[config.mk]
export PLATFORM = sky130hd
export DESIGN_NAME = chi_sched
export DESIGN_NICKNAME = d
export VERILOG_FILES = /design/src/rtl/chi_pkg.sv /design/src/rtl/rr_pick3.sv /design/src/rtl/chi_sched.sv
export SDC_FILE = /design/constraint.sdc
export NUM_CORES = 1
export LEC_CHECK = 0
export BUFFER_PORTS_ARGS = -buffer_cell sky130_fd_sc_hd__buf_2
export CAP_MARGIN = 20
export CORE_AREA = 2 2 82 84
export CTS_CLUSTER_SIZE = 8
export DETAILED_ROUTE_END_ITERATION = 7
export DIE_AREA = 0 0 84 86
export PLACE_DENSITY = 0.9
export SETUP_SLACK_MARGIN = 0.4
export SLEW_MARGIN = 0
export SYNTH_ARGS = -nofsm -noshare
export SYNTH_HDL_FRONTEND = slang
export SYNTH_SLANG_ARGS = --single-unit
[constraint.sdc]
create_clock -name CLOCK -period 3 [get_ports CLOCK]
set_input_delay 0.45 -clock CLOCK [delete_from_list [all_inputs] [get_ports CLOCK]]
set_output_delay 0.45 -clock CLOCK [all_outputs]
set_load 0.1 [all_outputs]
[src/rtl/chi_pkg.sv]
// chi_pkg: shared definitions for the chi scheduler.
//   - default widths for chi values and transfer counters
//   - FSM state encoding
//   - SEL source-index constants and a mod-3 increment helper
package chi_pkg;

  localparam int PARAMETERBITS_DEF = 14;
  localparam int CNTBITS_DEF       = 16;

  typedef enum logic [1:0] {
    ST_IDLE = 2'd0,
    ST_LOAD = 2'd1,
    ST_HOLD = 2'd2
  } state_t;

  localparam logic [1:0] SEL_CHI1 = 2'd0;
  localparam logic [1:0] SEL_CHI2 = 2'd1;
  localparam logic [1:0] SEL_CHI3 = 2'd2;

  // Next source index, wrapping CHI3 back to CHI1.
  function automatic logic [1:0] next_idx(input logic [1:0] idx);
    return (idx == SEL_CHI3) ? SEL_CHI1 : idx + 2'd1;
  endfunction

endpackage

[src/rtl/rr_pick3.sv]
// rr_pick3: combinational 3-way round-robin picker.
//   REQ   [2:0] request vector (bit0 = CHI1 .. bit2 = CHI3)
//   LAST  [1:0] index of the previous winner; search starts at LAST+1 mod 3
//   VALID       at least one request present
//   WIN   [1:0] winning index (SEL_CHI1 when VALID is low)
module rr_pick3
  import chi_pkg::*;
(
  input  logic [2:0] REQ,
  input  logic [1:0] LAST,
  output logic       VALID,
  output logic [1:0] WIN
);

  logic [1:0] cand0;
  logic [1:0] cand1;
  logic [1:0] cand2;

  always_comb begin
    cand0 = next_idx(LAST);
    cand1 = next_idx(cand0);
    cand2 = next_idx(cand1);
    VALID = |REQ;
    WIN   = SEL_CHI1;
    if (REQ[cand0])      WIN = cand0;
    else if (REQ[cand1]) WIN = cand1;
    else if (REQ[cand2]) WIN = cand2;
  end

endmodule

[src/rtl/chi_sched.sv]
// chi_sched: arbitrates three chi fitters onto one output, compares the
// selected chi against a cut and counts passing/failing transfers.
//   CLOCK, RESETN        clock, synchronous active-low reset
//   REQ[2:0]             per-fitter request
//   CHI1/CHI2/CHI3       chi values, stable while the matching REQ is high
//   CHI_CUT              acceptance threshold, sampled at the LOAD edge
//   OUT_READY            downstream accepts CHI (transfer when in HOLD)
//   CLEAR                zero both counters
//   GNT[2:0]             one-cycle one-hot grant pulse
//   SEL[1:0]             current source index
//   CHI, CHI_PASS        registered chi and its pass flag
//   CHI_VALID            CHI/CHI_PASS valid (HOLD)
//   NPASS, NFAIL         saturating transfer counters
//
// state | meaning
// IDLE  | waiting for a request; winner chosen on the exit edge
// LOAD  | grant pulse; chi and pass flag captured on the exit edge
// HOLD  | CHI_VALID high until OUT_READY completes the transfer
module chi_sched
  import chi_pkg::*;
#(
  parameter int PARAMETERBITS = PARAMETERBITS_DEF,
  parameter int CNTBITS       = CNTBITS_DEF
) (
  input  logic                     CLOCK,
  input  logic                     RESETN,
  input  logic [2:0]               REQ,
  input  logic [PARAMETERBITS-1:0] CHI1,
  input  logic [PARAMETERBITS-1:0] CHI2,
  input  logic [PARAMETERBITS-1:0] CHI3,
  input  logic [PARAMETERBITS-1:0] CHI_CUT,
  input  logic                     OUT_READY,
  input  logic                     CLEAR,
  output logic [2:0]               GNT,
  output logic [1:0]               SEL,
  output logic [PARAMETERBITS-1:0] CHI,
  output logic                     CHI_VALID,
  output logic                     CHI_PASS,
  output logic [CNTBITS-1:0]       NPASS,
  output logic [CNTBITS-1:0]       NFAIL
);

  state_t                   state_q, state_d;
  logic [1:0]               sel_q, sel_d;
  logic [1:0]               last_q, last_d;
  logic [PARAMETERBITS-1:0] chi_q, chi_d;
  logic                     pass_q, pass_d;
  logic [CNTBITS-1:0]       npass_q, npass_d;
  logic [CNTBITS-1:0]       nfail_q, nfail_d;

  logic                     pick_valid;
  logic [1:0]               pick_win;
  logic [PARAMETERBITS-1:0] chi_mux;
  logic                     xfer;

  rr_pick3 u_pick (
    .REQ   (REQ),
    .LAST  (last_q),
    .VALID (pick_valid),
    .WIN   (pick_win)
  );

  always_comb begin
    case (sel_q)
      SEL_CHI2: chi_mux = CHI2;
      SEL_CHI3: chi_mux = CHI3;
      default:  chi_mux = CHI1;
    endcase
  end

  assign xfer = (state_q == ST_HOLD) && OUT_READY;

  always_comb begin
    state_d = state_q;
    sel_d   = sel_q;
    last_d  = last_q;
    chi_d   = chi_q;
    pass_d  = pass_q;
    case (state_q)
      ST_IDLE: begin
        if (pick_valid) begin
          sel_d   = pick_win;
          state_d = ST_LOAD;
        end
      end
      ST_LOAD: begin
        chi_d   = chi_mux;
        pass_d  = (chi_mux <= CHI_CUT);
        last_d  = sel_q;
        state_d = ST_HOLD;
      end
      ST_HOLD: begin
        if (OUT_READY) state_d = ST_IDLE;
      end
      default: state_d = ST_IDLE;
    endcase
  end

  // CLEAR has priority over a transfer landing on the same edge.
  always_comb begin
    npass_d = npass_q;
    nfail_d = nfail_q;
    if (CLEAR) begin
      npass_d = '0;
      nfail_d = '0;
    end else if (xfer) begin
      if (pass_q) begin
        if (npass_q != '1) npass_d = npass_q + CNTBITS'(1);
      end else begin
        if (nfail_q != '1) nfail_d = nfail_q + CNTBITS'(1);
      end
    end
  end

  always_ff @(posedge CLOCK) begin
    if (!RESETN) begin
      state_q <= ST_IDLE;
      sel_q   <= SEL_CHI1;
      last_q  <= SEL_CHI3;  // CHI1 gets first priority after reset
      chi_q   <= '0;
      pass_q  <= 1'b0;
      npass_q <= '0;
      nfail_q <= '0;
    end else begin
      state_q <= state_d;
      sel_q   <= sel_d;
      last_q  <= last_d;
      chi_q   <= chi_d;
      pass_q  <= pass_d;
      npass_q <= npass_d;
      nfail_q <= nfail_d;
    end
  end

  assign GNT       = (state_q == ST_LOAD) ? (3'b001 << sel_q) : 3'b000;
  assign SEL       = sel_q;
  assign CHI       = chi_q;
  assign CHI_VALID = (state_q == ST_HOLD);
  assign CHI_PASS  = pass_q;
  assign NPASS     = npass_q;
  assign NFAIL     = nfail_q;

endmodule

* Yosys cells after proc, flatten, opt, wreduce, memory -nomap -nowiden *
Index checks and enable logic that the tools add are counted.

cells by class
  $add $sub $neg = 5
  order comparisons = 4
  shift operators = 1
  reductions and logical operators = 8
  bitwise operators = 2
  eq/ne operators = 11
  muxes and demuxes = 17

operator list
  kind                     count
  $add A16 B1 Y16 const B  2
  $ne A16 B16 Y1 const B   2
  $pmux W14 S2             1
  $mux W2                  8
  $le A14 B14 Y1           1
  $eq A2 B2 Y1 const B     5
  $lt A2 B3 Y1 const B     3
  $add A2 B1 Y2 const B    3
  $bmux W1 S2              3
  $pmux W2 S3              1
  $reduce_and A3 Y1        2
  $eq A2 B1 Y1 const B     2
  $ne A2 B2 Y1 const B     2
  $reduce_and A2 Y1        2
  $mux W1                  3
  $mux W3                  1
  $reduce_or A3 Y1         1
  $shl A1 B2 Y3 const A    1
  $logic_not A2 Y1         1
  $not A1 Y1               2
  $reduce_or A2 Y1         1
  $logic_and A1 B1 Y1      1

word-level totals
  output and inout bits = 53
  register bits after elaboration = 53
  logic and storage cells = 55

* Longest topological paths before layout *
  depth in word-level cells = 11
  gate-level depth with buffers = 12

* Hierarchy *
Synthesis repeated with hierarchy kept, for this count alone.

unflattened totals
  cell total of the unflattened synthesis = 412
  area total of the unflattened synthesis = 3,238.1 sq um

modules (own cells, without submodules)
  module     times used  area each (sq um)  cells an instance
  chi_sched  1           3,188.1            404
  rr_pick3   1           50.0               8

* Worst setup path before layout *
OpenSTA, ideal clock, no wires.

  kind = reg-to-reg
  from = register sel_q[1], in the netlist SEL[1]
  to = register pass_q, in the netlist CHI_PASS
  clock period less this slack = 3.282 ns
  library setup time = 0.092 ns
  cell stages (with the launch flop) = 11
  path slack = -0.282 ns
  path buffers = 2
  required time = 2.908 ns
  data arrival time = 3.190 ns
  cells stage by stage = dfxtp_1 -> inv_1 -> ha_1 -> clkbuf_1 -> clkbuf_1 -> a21oi_1 -> ha_1 -> a21oi_1 -> nand2_1 -> a2111o_1 -> o32ai_1

on the way
  longest elaborated chain between the ends = 3
  elaborated cells on any way between the ends = 4

ends and longest elaborated chain
  element                                              RTL line          source
  start: declaration                                   chi_sched.sv:44   logic [1:0] sel_q, sel_d;
  start signal: assignment                             chi_sched.sv:126  sel_q <= sel_d;
  $eq A2 B2 Y1 / $eq A2 B1 Y1 (equally long branches)  chi_sched.sv:64   case (sel_q)
  $pmux W14 S2 *                                       chi_sched.sv:64
  named net chi_mux[12]                                chi_sched.sv:53   logic [PARAMETERBITS-1:0] chi_mux;
  $le A14 B14 Y1 *                                     chi_sched.sv:88   pass_d = (chi_mux <= CHI_CUT);
  end signal: assignment                               chi_sched.sv:129  pass_q <= pass_d;
  end: declaration                                     chi_sched.sv:47   logic pass_q, pass_d;

Mark *: on every way through the listed nets, which the timed path passes. The rest lies on a longest branch.
A chain may end at the register's enable or synchronous reset.

* Worst setup path in the final report *
  from = register sel_q[0], in the netlist SEL[0]
  to = register pass_q, in the netlist CHI_PASS

Same word-level chain as after synthesis.

==> reports/results.ini <==
[floorplan]
io_pins = 116
die_w_um = 84
row_count = 29
die_y_um = 86
initial_core_util_pct = 48.0
fp.coreArea_um2 = 6280
die_area_um2 = 7220

[timing]
finalMaxSlewViolations = 0
final.setup_skew_ns = 0.0136
rsz0062_at_grt = no
setup_violations = 0
hold_viol = 0
slew_headroom_pct = 55.1
period_minus_slack_ns = 2.43
worstMarginPinSlew_ns = 0.674
finalCritPeriodShare_pct = 81.0
setup_tns_ns = 0
fmax_mhz = 411

[layout]
drive_above_1_share_pct = 29.4
finalInstanceArea_um2 = 3770
utilization_pct = 60.0
antenna_cells = 0
nets = 560
area_delta_synth_final_pct = 25.0

[global_route]
track_usage_pct = 20.5
grt_first_pass_wirelength_um = 12200
grt-ovfl-total = 0
antenna_found_initial = 0
grt_max_degree = 29
grt_pass1_vias = 2677

[detailed_routing]
drc_errors = 0
wl_met1_um = 3230
top_layer_used = met4
met2_length_um = 3790
drt_wl_total_um = 7650
firstDrtPassIters = 4
num_vias = 3015
ant_nets = 0
drt_iter0_markers = 179
met3_length_um = 547
wire_per_inst_um = 13.8
viasPerCell = 5.42

[logic_synthesis]
synthArstFlopShare_pct = 0
yosysUniqueCellTypes = 48
synth_area_leaders = dfxtp_1 (35%), ha_1 (7.9%), nor2_1 (7.8%)
synth-seq-area-share_pct = 35.2
synthCells = 370
avgSynthCellArea_um2 = 8.15
synth-edff-count = 0
netlist_area_um2 = 3020
synth-main-ff-cell = dfxtp_1
yosysWarnings = 0
ys_ff_latch = 53
netlist.area_leader.share_pct = 35.2
synth_top_area_cell = dfxtp_1
synthesis.nets = 452

[critical_path]
path_max_fanout = 28
r2r_slack_ns = 0.57
crit_type = reg2reg
crit_required_ns = 3.21
cp.arrival_ns = 2.64
cp-start-kind = register
end_kind = register

[status]
status = completed

[worst_hold_path]
hold_class = in2reg

[clock_tree]
clk_pin_slew_worst_paths_ns = 0.10
cts_setup_buffers = 0
ctsHoldBuffers = 0
cts_tree = built
insertion_delay_ns = 0.30
clock_sinks = 53
htree_levels = 2
clock-root-buffer = clkbuf_8
cts_inserted_buffers = 5
cts_buffer_depth = 2

[place]
gp_congestion = 0.884
placed_cell_area_um2 = 3650
io_buffers = 115
place_hpwl_um = 6000

[power]
leakage_nw = 1.68
p_per_area_nw_per_um2 = 459
ir_drop_v = 0.000339

[flow_run]
maxCapViolCount = 0

## metrics by stage
step	std cells	setup slack (ns)	hold slack, ns	power, W
final	556	0.569	0.384	0.00173
after global routing	556	0.392	0.374	0.00182
after CTS	556	0.461	0.376	0.00173
after detailed placement	548	0.418	0.473	0.00134
after global placement	548	0.605	0.459	0.00132
after floorplan	370	0.463	0.444	0.00121
## cells in the mapped netlist, types with 2 or more instances
cell type  instances
nand2_1           18
nor3_1            12
and4_1             2
dfxtp_1           53
nand4_1           10
or3_1              3
nor4_1             4
nor3b_1            2
a22oi_1           14
o31ai_1            2
o21ai_0            7
and2_1             3
and2b_2            2
nand3_1           14
xor2_1            12
ha_1              19
o211ai_1           4
buf_2              5
a21o_1             2
nand3b_1           3
xnor2_1           12
nor2b_1            2
clkbuf_1          12
o21a_1             2
inv_1             20
nand2b_1           3
nor2_1            63
mux2i_1           14
and3_1             5
a21oi_1           28
## flip-flops by register name (all words and copies together), names as in the netlist
name,cells
CHI_PASS,1
NFAIL,16
SEL,2
last_q,2
NPASS,16
state_q,2
CHI,14
## repair_timing
item	4_1_cts	5_1_grt
setup endpoints to repair	1	1
gates resized for setup	1	6
endpoints found under the hold margin	0	0
## final timing paths
check,start,to,cells after the start
min,RESETN,last_q[1]$_SDFFE_PN1P_,2
max reg2reg,SEL[0]$_SDFFE_PN0P_,CHI_PASS$_SDFFE_PN0P_,10
min reg2reg,last_q[0]$_SDFFE_PN0P_,last_q[0]$_SDFFE_PN0P_,2
max,SEL[0]$_SDFFE_PN0P_,CHI_PASS$_SDFFE_PN0P_,10
## cell usage in the layout, fill, tap and decap left out, types with 4 or more instances in the layout
cell and instances:
a21oi_1 28, a22oi_1 14, and3_1 5, buf_2 115
clkbuf_8 5, dfxtp_1 49, ha_1 17, inv_1 20
mux2i_1 14, nand2_1 18, nand3_1 14, nand4_1 10
nor2_1 63, nor3_1 11, nor4_1 4, o211ai_1 4
o21ai_0 7, xnor2_1 12, xor2_1 12
## kinds of logic after synthesis
group	Yosys count	share of synthesized area, %
simple gates	157	26.8
compound gates	66	13.7
flops	53	35.2
buf+inv	37	4.81
xor+xnor	24	6.97
fa+ha+maj	19	7.88
mux	14	4.65
## final cells by class
cell class	count	area (µm²)
Timing Repair Buffer	118	611
Multi-Input combinational cell	280	1830
Tap cell	77	96.3
Fill cell	553	2510
Inverter	20	75.1
Sequential cell	53	1070
Clock buffer	6	72.6
Clock inverter	2	13.8
## power by group
group | leakage (nW) | internal [W] | total [W] | switching [W]
combinational | 1.21 | 0.000172 | 0.000576 | 0.000404
sequential | 0.432 | 0.000733 | 0.000758 | 0.0000254
clock | 0.0456 | 0.000167 | 0.000393 | 0.000227
total | 1.68 | 0.00107 | 0.00173 | 0.000656
## critical path, cell delays in order, from the launching register on
cell and delay, ns:
dfxtp_4 0.37, inv_1 0.08, ha_1 0.33, buf_12 0.17
nor2_1 0.06, a21oi_1 0.17, ha_1 0.29, a21oi_1 0.16
nand2_1 0.07, a2111o_1 0.40, o32ai_1 0.23
## routing by layer
metal	vias to the layer above	global-route usage [%]
li1	1516	-
met1	1390	23.9
met2	103	37.5
met3	6	5.00
met4	0	5.43
met5	-	0
Power figures use the tool's default switching activity.
